===== src/rtl/mac_pkg.sv =====
// mac_pkg: shared widths, operand types and serialiser states for the MAC operand path.
package mac_pkg;
    localparam int DEF_DATA_W = 64;
    localparam int DEF_ELEM_W = 8;
    localparam int DEF_DEPTH  = 4;
    typedef logic [DEF_DATA_W-1:0] word_t;
    typedef logic [DEF_ELEM_W-1:0] elem_t;
    typedef enum logic {IDLE, SHIFT} ser_state_e;
endpackage


===== src/rtl/rv_word_fifo.sv =====
// rv_word_fifo: DEPTH x W word FIFO with valid/ready push and pop and an occupancy count.
module rv_word_fifo #(
    parameter int W     = 64,
    parameter int DEPTH = 4
) (
    input  logic                       clk,
    input  logic                       reset,
    input  logic                       push_valid,
    output logic                       push_ready,
    input  logic [W-1:0]               push_data,
    output logic                       pop_valid,
    input  logic                       pop_ready,
    output logic [W-1:0]               pop_data,
    output logic [$clog2(DEPTH):0]     count
);
    localparam int AW = $clog2(DEPTH);
    localparam int CW = AW + 1;
    logic [W-1:0]  mem_q [DEPTH];
    logic [AW-1:0] wr_ptr_q, wr_ptr_d, rd_ptr_q, rd_ptr_d;
    logic [CW-1:0] count_q, count_d;
    logic          rdy_q, rdy_d, push, pop;
    // rdy_q keeps push_ready low until the first edge after reset release
    assign push_ready = rdy_q && (count_q != CW'(DEPTH));
    assign pop_valid  = count_q != '0;
    assign push       = push_valid && push_ready;
    assign pop        = pop_valid && pop_ready;
    assign pop_data   = mem_q[rd_ptr_q];
    assign count      = count_q;
    always_comb begin
        wr_ptr_d = wr_ptr_q + AW'(push);
        rd_ptr_d = rd_ptr_q + AW'(pop);
        count_d  = count_q + CW'(push) - CW'(pop);
        rdy_d    = 1'b1;
    end
    always_ff @(posedge clk or negedge reset) begin
        if (!reset) begin
            wr_ptr_q <= '0;
            rd_ptr_q <= '0;
            count_q  <= '0;
            rdy_q    <= 1'b0;
        end else begin
            wr_ptr_q <= wr_ptr_d;
            rd_ptr_q <= rd_ptr_d;
            count_q  <= count_d;
            rdy_q    <= rdy_d;
        end
    end
    always_ff @(posedge clk) begin
        if (push) mem_q[wr_ptr_q] <= push_data;
    end
endmodule


===== src/rtl/mac_operand_unpacker.sv =====
// mac_operand_unpacker: buffers DATA_W words and serialises them LSB-first into ELEM_W operands.
module mac_operand_unpacker
    import mac_pkg::*;
#(
    parameter int DATA_W = DEF_DATA_W,
    parameter int ELEM_W = DEF_ELEM_W,
    parameter int DEPTH  = DEF_DEPTH
) (
    input  logic                     clk,
    input  logic                     reset,
    input  logic                     in_valid,
    output logic                     in_ready,
    input  logic [DATA_W-1:0]        in_data,
    output logic                     out_valid,
    input  logic                     out_ready,
    output logic [ELEM_W-1:0]        out_elem,
    output logic                     out_last,
    output logic [$clog2(DEPTH):0]   fifo_count
);
    localparam int N  = DATA_W / ELEM_W;
    localparam int IW = (N > 1) ? $clog2(N) : 1;
    if (DATA_W % ELEM_W != 0) begin : g_bad_width
        $error("DATA_W must be a multiple of ELEM_W");
    end
    if (DEPTH < 2 || (DEPTH & (DEPTH - 1)) != 0) begin : g_bad_depth
        $error("DEPTH must be a power of two >= 2");
    end
    ser_state_e        state_q, state_d;
    logic [DATA_W-1:0] shift_q, shift_d, fifo_data;
    logic [IW-1:0]     idx_q, idx_d;
    logic              fifo_valid, take, pop, beat;
    assign out_valid = state_q == SHIFT;
    assign beat      = out_valid && out_ready;
    assign out_last  = out_valid && (idx_q == IW'(N - 1));
    assign out_elem  = shift_q[ELEM_W-1:0];
    // reload on the final beat so consecutive words stream without a bubble
    assign take      = (state_q == IDLE) || (beat && out_last);
    assign pop       = fifo_valid && take;
    rv_word_fifo #(.W(DATA_W), .DEPTH(DEPTH)) u_fifo (
        .clk       (clk),
        .reset     (reset),
        .push_valid(in_valid),
        .push_ready(in_ready),
        .push_data (in_data),
        .pop_valid (fifo_valid),
        .pop_ready (take),
        .pop_data  (fifo_data),
        .count     (fifo_count)
    );
    always_comb begin
        state_d = pop ? SHIFT : (beat && out_last) ? IDLE : state_q;
        idx_d   = pop ? '0 : beat ? idx_q + IW'(1) : idx_q;
        shift_d = pop ? fifo_data : beat ? shift_q >> ELEM_W : shift_q;
    end
    always_ff @(posedge clk or negedge reset) begin
        if (!reset) begin
            state_q <= IDLE;
            shift_q <= '0;
            idx_q   <= '0;
        end else begin
            state_q <= state_d;
            shift_q <= shift_d;
            idx_q   <= idx_d;
        end
    end
endmodule


===== config.mk =====
export PLATFORM = sky130hd
export DESIGN_NAME = mac_operand_unpacker
export DESIGN_NICKNAME = d
export VERILOG_FILES = /design/src/rtl/mac_pkg.sv /design/src/rtl/rv_word_fifo.sv /design/src/rtl/mac_operand_unpacker.sv
export SDC_FILE = /design/constraint.sdc
export NUM_CORES = 1
export LEC_CHECK = 0
export BUFFER_PORTS_ARGS = -buffer_cell sky130_fd_sc_hd__buf_4
export CAP_MARGIN = 10
export CORE_MARGIN = 3
export CORE_UTILIZATION = 50
export DETAILED_ROUTE_END_ITERATION = 7
export PLACE_DENSITY = 0.68
export REMOVE_ABC_BUFFERS = 1
export SLEW_MARGIN = 40
export SYNTH_ARGS = -nofsm -noshare
export SYNTH_HDL_FRONTEND = slang
export SYNTH_HIERARCHICAL = 1
export SYNTH_SLANG_ARGS = --single-unit

===== constraint.sdc =====
create_clock -name clk -period 16.6 [get_ports clk]
set_input_delay 0.83 -clock clk [delete_from_list [all_inputs] [get_ports clk]]
set_output_delay 0.83 -clock clk [all_outputs]
set_load 0.005 [all_outputs]

======== Word level (Yosys, flattened, before mapping) ========
Memory sizes are Yosys's and may differ from the RTL's.
Cells that the tools add are included.
storage, ports and cells
  word-level logic and storage cells ...... 34
  memories ................................ 1
  register bits after elaboration ......... 76
  bits of input ports ..................... 68
  memory bits (writable) .................. 256
memory list
  memory        words  bits a word  read ports  clocked after Yosys merged registers in  write ports  line                text
  u_fifo.mem_q  4      64           1           0                                        1            rv_word_fifo.sv:18  logic [W-1:0] mem_q [DEPTH];
cells by class
  reductions and logical operators ........ 10
  add/subtract/negate cells ............... 5
  multiplexer cells ....................... 8
  bitwise gates (word level) .............. 1
  equality and inequality tests ........... 2
operators with widths
  kind                   number
  $mux W64               2
  $logic_and A1 B1 Y1    6
  $mux W3                2
  $add A2 B1 Y2          2
  $mux W1                4
  $reduce_bool A2 Y1     2
  $add A3 B1 Y3          1
  $add A3 B1 Y3 const B  1
  $eq A3 B3 Y1 const B   1
  $ne A3 B3 Y1 const B   1
  $reduce_bool A3 Y1     1
  $sub A3 B1 Y3          1
  $logic_or A1 B1 Y1     1
  $not A1 Y1             1

======== Depth between registers and ports, before layout ========
Gate-level depths: netlist (run 1).
  depth after elaboration ................. 6
  gate-level depth with buffers ........... 10
  gate-level depth less buffers ........... 10

======== Cells and area by module ========
The synthesis (run 1) kept the hierarchy.
modules (own cells, without submodules)
  module                cells each  area an instance (sq um)  instances
  rv_word_fifo          366         9,631.7                   1
  mac_operand_unpacker  426         4,421.7                   1

======== Least setup slack after synthesis (run 1) ========
Ideal clock, no wire load.
  path kind ............................... input to register
  start ................................... in in_valid
  end ..................................... mem u_fifo.mem_q[1][0], enable pin
  stages on the path ...................... 2
  arrival ................................. 5.696 ns
  data required time ...................... 16.022 ns
  library setup time ...................... 0.578 ns
  path slack .............................. 10.326 ns
  cell sequence ........................... o311ai_4 > nor3b_1
between the ends
  cells in the longest elaborated chain, start to end .. 3
ends and longest elaborated chain
  item                           line                        text
  start: declaration             mac_operand_unpacker.sv:11  input logic in_valid,
  $logic_and A1 B1 Y1            rv_word_fifo.sv:25          assign push = push_valid && push_ready;
  $mux W1                        rv_word_fifo.sv:49          if (push) mem_q[wr_ptr_q] <= push_data;
  $mux W1 (not written as such)  rv_word_fifo.sv:49
  end: declaration               rv_word_fifo.sv:18
No other way between the ends.

======== Worst setup path after layout (run 1) ========
  start ................................... reg state_q, in the netlist out_valid
  end ..................................... out out_valid
RTL lines
  item                      line                        text
  start: declaration        mac_operand_unpacker.sv:28  ser_state_e state_q, state_d;
  start signal: assignment  mac_operand_unpacker.sv:61  state_q <= state_d;
  end: declaration          mac_operand_unpacker.sv:14  output logic out_valid,
No word-level cell between the ends.

==> results by group, run 1 <==
Routing
  • Detail Route Antenna Nets: 0
  • Initial DRT Pass Iterations: 5
  • Routed wire length per instance: 21.48 um
  • DRC Markers: 0
  • Drt via density: about 5.9
  • Vias: approximately 7.4k
  • Detailed Route WL: between 20,000 and 30,000 um
  • Initial DRC count: around 520

Global route
  • First-pass GRT wire length: approximately 44,000 um
  • Largest net degree at the start of global routing: 77
  • Initial antenna violation count: 0
  • Number of global-route vias before repair: 8,014
  • Total GRT Usage: a little under a fifth
  • Grt ovf: 0

Timing
  • Max Freq: ~320 MHz
  • Crit path time final: about 3.1 ns
  • Final hold vios: 0
  • Max-Slew Margin vs Limit: 47.32%
  • Final setup viols: 0
  • Worst-Margin Slew: between 0.7 and 0.8 ns
  • Worst setup margin: 13.48 ns
  • Setup_tns: 0 ns
  • Final Max Tran Viols: 0
  • RSZ-0062 raised after global routing: false
  • Period Utilization, post-route: 18.78%
  • Clock Skew: ~0.017 ns

Placement
  • Cell count after placement: ~1.2k
  • RD Place Congestion: 0.7391
  • Place WS: around 14 ns
  • Placed cell areas: ~0.015 sq mm
  • HPWL Detailed: between 15,000 and 20,000 um
  • Buffers on Ports: between 80 and 90

Floorplanning
  • Die H: roughly 170 um
  • Ports: 82
  • Starting Density: around half
  • Die W: between 150 and 200 um
  • Core area: 0.02725 sq mm
  • Rows: 60
  • Die area: between 0.03 and 0.04 sq mm

Clock network
  • Post-CTS sizing: 0
  • Clk sinks: between 300 and 400
  • Root buf cell: clkbuf_16
  • CTS clk-pin slew, worst paths: 0.06 ns
  • Clock Path Buffers: 3
  • CTS Buf Count: 35
  • Clk_lat worst skew: 0.51 ns
  • # H-tree levels: 2
  • CTS tree: yes
  • Hold buffers post-CTS: 0
  • Total setup buffers inserted after CTS: 0

Logic synthesis
  • Synth Area per Inst: roughly 18 sq um
  • Post-synthesis sequential area ratio: about two thirds
  • FFs w/ async S/R, synth: between 20% and 30%
  • Synth Register Bits: between 300 and 400
  • Synth top cells by count: edfxtp_1 (256), dfrtp_1 (76), mux4_2 (64)
  • Synth top area cells: edfxtp_1 (55%), dfrtp_1 (14%), mux4_2 (10%), mux2i_1 (4.0%), mux2_2 (3.8%)
  • Top cell type's share of synthesized area: between 50% and 60%
  • Cells after synthesis: 792
  • Primary FF master, synth: edfxtp_1
  • Number of flops mapped to enable cells by yosys: ~260
  • Synth area leader: edfxtp_1
  • Cell Area, Synth: around 0.014 sq mm
  • Synth Warn #: 6
  • Yosys cell types: 37
  • Most frequent cell after synthesis: edfxtp_1

Hold path
  • Hold Crit Class: input pin to asynchronous set/reset pin

Setup path
  • Setup slack, reg-to-reg: 13.92 ns
  • Worst-path fanout max: between 70 and 80
  • Critical path class: flop to output port
  • Required @ worst endpoint: between 15 and 20 ns
  • Critical path launch point type: flop
  • CP max-delay cell: dfrtp_4
  • Largest delay share family, worst path: flip-flops
  • CP dominant cell by count: buf_4
  • Worst setup EP type: output port
  • Crit path buf inv count: 2
  • Reg2Reg Depth: 5
  • CP max stage delay: ~0.9 ns
  • Worst path arrival time: 2.29 ns
  • Reg2reg start: u_fifo/rd_ptr_q[0]
  • Critical path cell sequence: buf_4, buf_4
  • Reg2reg end: shift_q[11]

Final layout
  • Nets: just over 900
  • Finished Layout Cells: 1,259
  • Area Overhead vs Synth: 14.16%
  • Final core occ: slightly below 60%
  • Final Instance Area: about 0.016 sq mm
  • Antenna cells: 0
  • Layout cells sized above 1: 30.33%

Power and ir drop
  • Leak: 5.882 nW
  • PwrDens: 162.9 mW/mm^2
  • Worst vdd ir: slightly above 0.1 mV

Status
  • Status: completed

Job
  • Max-cap viol count: 0
==> power by group <==
group          total (W)  switching [W]  internal [W]
sequential       0.00114       0.000100       0.00104
clock           0.000749       0.000296      0.000453
combinational   0.000724       0.000332      0.000392
==> logic make-up after synthesis <==
family | share of synthesized area, %
adders and majority gates | 0.4986
xor gates and xnor gates | 0.3739
buffers and inverters | 2.778
other | 0.02668
and+or+nand+nor | 2.920
DFF | 68.23
AOI/OAI and AO/OA | 6.357
muxes | 18.81
==> layout make-up <==
| class | instances | area, sq um |
|---|---|---|
| multi-input cells | 395 | 4120 |
| repair buffers | 94 | 740.7 |
| flip-flops and latches | 332 | 9598 |
| well taps | 372 | 465.4 |
| clock buffers | 47 | 963.4 |
| inverters | 3 | 11.26 |
| fillers | 2022 | 11210 |
| clock inverters | 16 | 145.1 |
==> stage by stage <==
stage	total power [W]	hold slack, ns
after floorplan	0.001690	0.4838
after global placement	0.001841	0.5008
after detailed placement	0.001890	0.5214
after CTS	0.002645	0.3958
after global routing	0.002755	0.4151
final	0.002613	0.3756
==> worst max path at each step <==
stage                          startpoint            endpoint  slack (ns)  cells after the start
after global routing            out_valid           out_valid       13.39                      2
after floorplan                  in_valid  u_fifo/mem_q[1][0]       10.33                      2
final                           out_valid           out_valid       13.48                      2
after CTS                       out_valid           out_valid       13.50                      2
after global placement    u_fifo/count[1]         shift_q[54]       13.60                      4
after detailed placement        out_ready     u_fifo/count[2]       13.59                      9
==> registers in the layout, indices dropped and copies added, names as in the netlist <==
signal and count:
shift_q 64, u_fifo/mem_q 256, u_fifo/wr_ptr_q 2, out_valid 1
idx_q 3, u_fifo/rd_ptr_q 2, u_fifo/count 3, u_fifo/rdy_q 1
==> placed cells by master, fill, tap and decap left out, drive strengths merged, types with 3 or more instances in the layout <==
cell type	count
edfxtp	256
buf	93
dfrtp	76
mux4	64
mux2	57
mux2i	56
nand2b	50
a21oi	49
o22ai	48
clkbuf	48
clkinv	13
a22oi	8
o21ai	8
o22a	8
o221a	8
nand2	6
ha	4
xnor2	4
nor2b	3
a22o	3
bufinv	3
inv	3
==> routing by layer <==
metal | global-route usage, % | wire length (um)
met1 | 23.82 | 11350
met5 | 0 | 0
met2 | 31.48 | 14050
met3 | 2.650 | 1006
met4 | 5.831 | 633
(Power assumes the default switching activity.)
==> run 2: changes to the inputs <==
==> constraint.sdc (replaced) <==
create_clock -name clk -period 3.19 [get_ports clk]
set_input_delay 0.1595 -clock clk [delete_from_list [all_inputs] [get_ports clk]]
set_output_delay 0.1595 -clock clk [all_outputs]
set_load 0.005 [all_outputs]
==> results by group, run 2 (synthesis gave the netlist of run 1 again) <==
Timing
  • Clock Skew: 0.01937 ns
  • Max-Slew Margin vs Limit: about 54%
  • Max Freq: about 390 MHz
  • Final setup viols: 0
  • RSZ-0062 raised after global routing: false
  • Final hold vios: 0
  • Crit path time final: ~2.5 ns
  • Final Max Tran Viols: 0
  • Worst-Margin Slew: slightly below 0.7 ns
  • Worst setup margin: approximately 0.64 ns
  • Period Utilization, post-route: approximately four fifths

Final layout
  • Commonest non-fill, non-tap cell in the layout: edfxtp_1
  • Largest regs: u_fifo/mem_q x256, shift_q x64
  • Most flop-heavy register: u_fifo/mem_q
  • Most frequent cells in the layout: edfxtp_1 (256), buf_4 (90), dfrtp_1 (73)
  • Max reg flops: around 260
  • Layout cells sized above 1: 28.45%
  • Reg area: between 0.009 and 0.01 sq mm
  • Final Instance Area: ~0.017 sq mm
  • Fill count: approximately 2k
  • Antenna cells: 0
  • Finished Layout Cells: roughly 1.3k
  • Nets: between 1k and 1.5k
  • Area Overhead vs Synth: 18.87%
  • Multi-input logic area: roughly 0.004 sq mm

Clock network
  • Clock Path Buffers: 3
  • CTS clk-pin slew, worst paths: around 0.060 ns
  • Hold buffers post-CTS: 65
  • CTS Buf Count: 35
  • Post-CTS sizing: 0
  • # H-tree levels: 2
  • Total setup buffers inserted after CTS: 0
  • Clk sinks: about 330
  • Root buf cell: clkbuf_16
  • CTS tree: yes
  • Clk_lat worst skew: between 0.5 and 0.6 ns

Routing
  • Routed wire length per instance: ~21 um
  • Detail Route Antenna Nets: 0
  • Drt via density: between 5 and 6
  • Initial DRT Pass Iterations: 5
  • Vias: ~7.7k
  • Initial DRC count: between 600 and 700
  • Detailed Route WL: roughly 28,000 um
  • DRC Markers: 0

Setup path
  • Reg2Reg Depth: 10
  • CP max stage delay: roughly 0.43 ns
  • Worst-path fanout max: 6
  • Required @ worst endpoint: 3.58 ns
  • Critical path launch point type: flop
  • Worst path arrival time: between 2 and 3 ns
  • Reg2reg end: u_fifo/count[2]
  • Setup slack, reg-to-reg: 0.64 ns
  • Crit path buf inv count: 0
  • Worst setup EP type: flop
  • CP max-delay cell: fa_1
  • Critical path cell sequence: ha_1, ha_1, nand2_1, nand2_1, o31a_1, xnor2_1, ha_1, fa_1, xnor2_1, xnor2_1
  • Critical path class: flop to flop
  • Largest delay share family, worst path: adder cells
  • Reg2reg start: idx_q[0]

Floorplanning
  • Starting Density: between 50 and 60%
  • Die area: 0.03015 sq mm
  • Ports: between 80 and 90
  • Rows: 60
  • Die H: 173.7 um
  • Core area: roughly 0.027 sq mm
  • Die W: ~170 um

Power and ir drop
  • Leak: around 6.1 nW
  • Worst vdd ir: about 0.52 mV
  • PwrDens: about 800 mW/mm^2

Hold path
  • Worst Hold Path EP: shift_q[9]
  • Worst Hold Path Cells: 2
  • Hold Path Origin: out_ready
  • Hold Crit Class: input pin to flop

Placement
  • Place WS: between 0.6 and 0.7 ns
  • Placed cell areas: between 0.015 and 0.02 sq mm
  • Buffers on Ports: 81
  • Cell count after placement: ~1.2k
  • RD Place Congestion: about 0.74
  • HPWL Detailed: 16,350 um

Status
  • Status: completed

Job
  • Max-cap viol count: 0

Global route
  • Largest net degree at the start of global routing: between 70 and 80
  • First-pass GRT wire length: about 45,000 um
  • Grt ovf: 0
  • Total GRT Usage: approximately a fifth
  • Initial antenna violation count: 0
  • Number of global-route vias before repair: 8,287
run 2: cell types whose count changed in the layout (fill, tap and decap cells not counted), moves of 2 or more:
cell           previous run  this run
buf_12                    2         8
dlygate4sd3_1             0        65
bufinv_16                 3         0
clkbuf_1                 10        18
clkinv_1                  8         1
clkinv_2                  5         3
clkbuf_8                  1         4
clkbuf_16                37        35
run 2: worst max-delay path by stage:
stage	start	end	depth (start not counted)
finish	idx_q[0]	u_fifo/count[2]	10
global route	idx_q[0]	u_fifo/count[2]	10
CTS	idx_q[0]	u_fifo/count[2]	10
detailed placement	idx_q[0]	u_fifo/count[2]	10
global placement	idx_q[0]	u_fifo/count[2]	10
floorplan	u_fifo/count[2]	u_fifo/mem_q[1][0]	3
run 2: final cells by class:
class                   count  area share (%)
flip-flops and latches    332           57.45
well taps                 372           2.786
clock inverters             6          0.2097
repair buffers            164           8.980
multi-input cells         395           24.61
clock buffers              56           5.894
inverters                   3         0.06741
run 2: worst reg2reg max path, delay by kind of cell (launching register included):
kind,cells,cell delay [ns]
xor+xnor,3,0.39
flops,1,0.40
compound gates,1,0.24
fa+ha+maj,4,1.19
simple gates,2,0.20
run 2: per-layer routing:
layer  vias to the layer above  global-route usage (%)  routed length, um  share of wire, %
li1                       3438                       -                  -                 -
met1                      4025                   25.03              11970                42
met2                       169                   33.29              14790                52
met3                        50                   2.781               1109               3.9
met4                         0                   4.993                553               1.9
met5                         -                       0                  0                 0
run 2: power breakdown:
| group | internal (W) | switching (W) | leakage, nW |
|---|---|---|---|
| clock | 0.00211 | 0.00154 | 0.492 |
| sequential | 0.00541 | 0.000484 | 3.18 |
| combinational | 0.00213 | 0.00182 | 2.47 |
| total | 0.00965 | 0.00384 | 6.14 |
run 2: through the flow:
stage | utilization (%) | TNS, ns | hold WS, ns | total power, W
after floorplan | - | -649.64 | -0.1361 | 0.008796
after global placement | 55.15 | 0 | 0.3568 | 0.009684
after detailed placement | 55.17 | 0 | 0.2591 | 0.009916
after CTS | 61.29 | 0 | 0.06522 | 0.01365
after global routing | 61.30 | 0 | 0.06779 | 0.01421
final | 61.30 | 0 | 0.09403 | 0.01350
==> run 3: changes to the inputs <==
--- a/config.mk
+++ b/config.mk
@@ -10,7 +10,7 @@
 export CORE_MARGIN = 3
 export CORE_UTILIZATION = 50
 export DETAILED_ROUTE_END_ITERATION = 7
-export PLACE_DENSITY = 0.68
+export PLACE_DENSITY = 0.71
 export REMOVE_ABC_BUFFERS = 1
 export SLEW_MARGIN = 40
 export SYNTH_ARGS = -nofsm -noshare
==> constraint.sdc (replaced) <==
create_clock -name clk -period 2.3 [get_ports clk]
set_input_delay 0.115 -clock clk [delete_from_list [all_inputs] [get_ports clk]]
set_output_delay 0.115 -clock clk [all_outputs]
set_load 0.005 [all_outputs]
==> results by group, run 3 (synthesis gave the netlist of run 1 again) <==
Power and ir drop
  • Total power: roughly 0.019 W
  • PwrDens: around 1100 mW/mm^2
  • Leak: between 6 and 7 nW
  • Worst vdd ir: ~0.77 mV

Job
  • Max-cap viol count: 0

Routing
  • Detail Route Antenna Nets: 0
  • Drt via density: ~5.7
  • Routed wire length per instance: 20.51 um
  • Detailed Route WL: roughly 27,000 um
  • Initial DRT Pass Iterations: 5
  • Vias: 7,673
  • DRC Markers: 0
  • Initial DRC count: approximately 560

Final layout
  • Nets: 1,015
  • Fill count: between 1.5k and 2k
  • Area Overhead vs Synth: 20.87%
  • Final core occ: 62.33%
  • Final Instance Area: 0.01699 sq mm
  • Layout cells sized above 1: between 20 and 30%
  • Most flop-heavy register: u_fifo/mem_q
  • Max reg flops: approximately 260
  • Most frequent cells in the layout: edfxtp_1 (256), buf_4 (95), dfrtp_1 (73)
  • Largest regs: u_fifo/mem_q x256, shift_q x64
  • Antenna cells: 0
  • Commonest non-fill, non-tap cell in the layout: edfxtp_1

Global route
  • First-pass GRT wire length: between 40,000 and 50,000 um
  • Met3 Use GR: 2.825%
  • Total GRT Usage: a little under a fifth
  • Largest net degree at the start of global routing: 122
  • Number of global-route vias before repair: a little over 8k
  • Met1 GRT Util: about a quarter
  • Grt ovf: 0
  • Most Used Layer, Global Route: met2
  • Initial antenna violation count: 0
  • Met2 global-route usage: a little under a third

Timing
  • Clock Skew: 0.01649 ns
  • Final hold vios: 0
  • Worst setup margin: between 0.1 and 0.15 ns
  • Max-Slew Margin vs Limit: around 56%
  • Worst-Margin Slew: around 0.66 ns
  • Period Utilization, post-route: a little over nine tenths
  • Final setup viols: 0
  • Final Max Tran Viols: 0
  • Crit path time final: between 2 and 2.5 ns
  • Hold WS: 0.08587 ns
  • Max Freq: ~460 MHz

Hold path
  • Hold Crit Class: input pin to flop

Clock network
  • Total setup buffers inserted after CTS: 0
  • CTS clk-pin slew, worst paths: 0.06 ns
  • CTS Buf Count: 34
  • Clk sinks: approximately 330
  • CTS tree: yes
  • Clk_lat worst skew: just over 0.5 ns
  • # H-tree levels: 2
  • Clock Path Buffers: 3
  • Root buf cell: clkbuf_16

Setup path
  • Largest delay share family, worst path: adder cells
  • Worst-path fanout max: 4
  • Critical path cell sequence: ha_1, ha_1, nand2_1, nand2_1, o31a_1, xnor2_1, ha_1, fa_2, xnor2_2, xnor2_1
  • Critical path class: flop to flop
  • Required @ worst endpoint: 2.68 ns
  • CP dominant cell by count: ha_1
  • CP max-delay cell: dfrtp_1
  • Crit path buf inv count: 0
  • Worst path arrival time: approximately 2.6 ns
  • CP max stage delay: ~0.4 ns
  • Critical path launch point type: flop
  • Worst setup EP type: flop

Placement
  • Buffers on Ports: 81
  • HPWL Detailed: approximately 16,000 um
  • RD Place Congestion: 0.6950
  • Placed cell areas: 0.01520 sq mm
  • Place WS: 0.1032 ns

Floorplanning
  • Die area: a little over 0.03 sq mm
  • Starting Density: 51.57%
  • Die H: about 170 um
  • Rows: 60
  • Core area: around 0.027 sq mm
  • Ports: 82
  • Die W: around 170 um

Status
  • Status: completed
## run 3: cell types whose count changed in the layout (fill, tap and decap cells not counted), sizes merged
| cell | change |
|---|---|
| bufinv | +2 |
| buf | +12 |
| inv | -1 |
| clkinv | +3 |
| clkbuf | -6 |
| dlygate4sd3 | +1 |
## run 3: path summary, 6_finish.rpt
| path | start | end | slack, ns | cells after the start |
|---|---|---|---|---|
| worst max-delay path | idx_q[0] | u_fifo/count[2] | 0.11 | 10 |
| worst min-delay path | in_valid | u_fifo/count[0] | 0.09 | 4 |
| worst max register to register | idx_q[0] | u_fifo/count[2] | 0.11 | 10 |
| worst min register to register | shift_q[63] | shift_q[63] | 0.54 | 2 |
| max in group asynchronous | reset | shift_q[55] | 1.48 | 3 |
| min in group asynchronous | reset | shift_q[6] | 0.18 | 2 |
## run 3: layout make-up
| class | instances | area, sq um | share of cell area, % |
|---|---|---|---|
| clock buffers | 51 | 1018 | 5.996 |
| clock inverters | 10 | 97.59 | 0.5745 |
| inverters | 3 | 11.26 | 0.06629 |
| multi-input cells | 395 | 4121 | 24.26 |
| flip-flops and latches | 332 | 9598 | 56.50 |
| well taps | 372 | 465.4 | 2.740 |
| repair buffers | 176 | 1674 | 9.856 |
## run 3: worst register-to-register path, stage by stage (launching register included)
cell,delay [ns]
dfrtp_1,0.41
ha_1,0.21
ha_1,0.19
nand2_1,0.07
nand2_1,0.07
o31a_1,0.13
xnor2_1,0.13
ha_1,0.21
fa_2,0.38
xnor2_2,0.15
xnor2_1,0.13
## run 3: timing repair
item                                    4_1_cts  5_1_grt
hold endpoints to repair                    301        0
hold buffers                                 66        0
gates resized for setup                       0        2
endpoints found under the setup margin        0        1
## run 3: through the flow
step,setup TNS [ns],cells
6_report,0,1339
5_1_grt,-0.005647,1339
4_1_cts,0,1339
3_5_place_dp,0,1212
3_3_place_gp,0,1212
2_1_floorplan,-941.06,730
## run 3: report_power, final
| group | internal [W] | total [W] | switching (W) |
|---|---|---|---|
| Clock | 0.00328 | 0.00542 | 0.00214 |
| Sequential | 0.00750 | 0.00806 | 0.000556 |
| Combinational | 0.00309 | 0.00566 | 0.00256 |
## run 3: routing by layer
layer / part of all wire [%] / wire (um)
met3: 4.3 / 1170
met4: 1.8 / 490
met1: 44 / 11960
met2: 50 / 13840
met5: 0 / 0
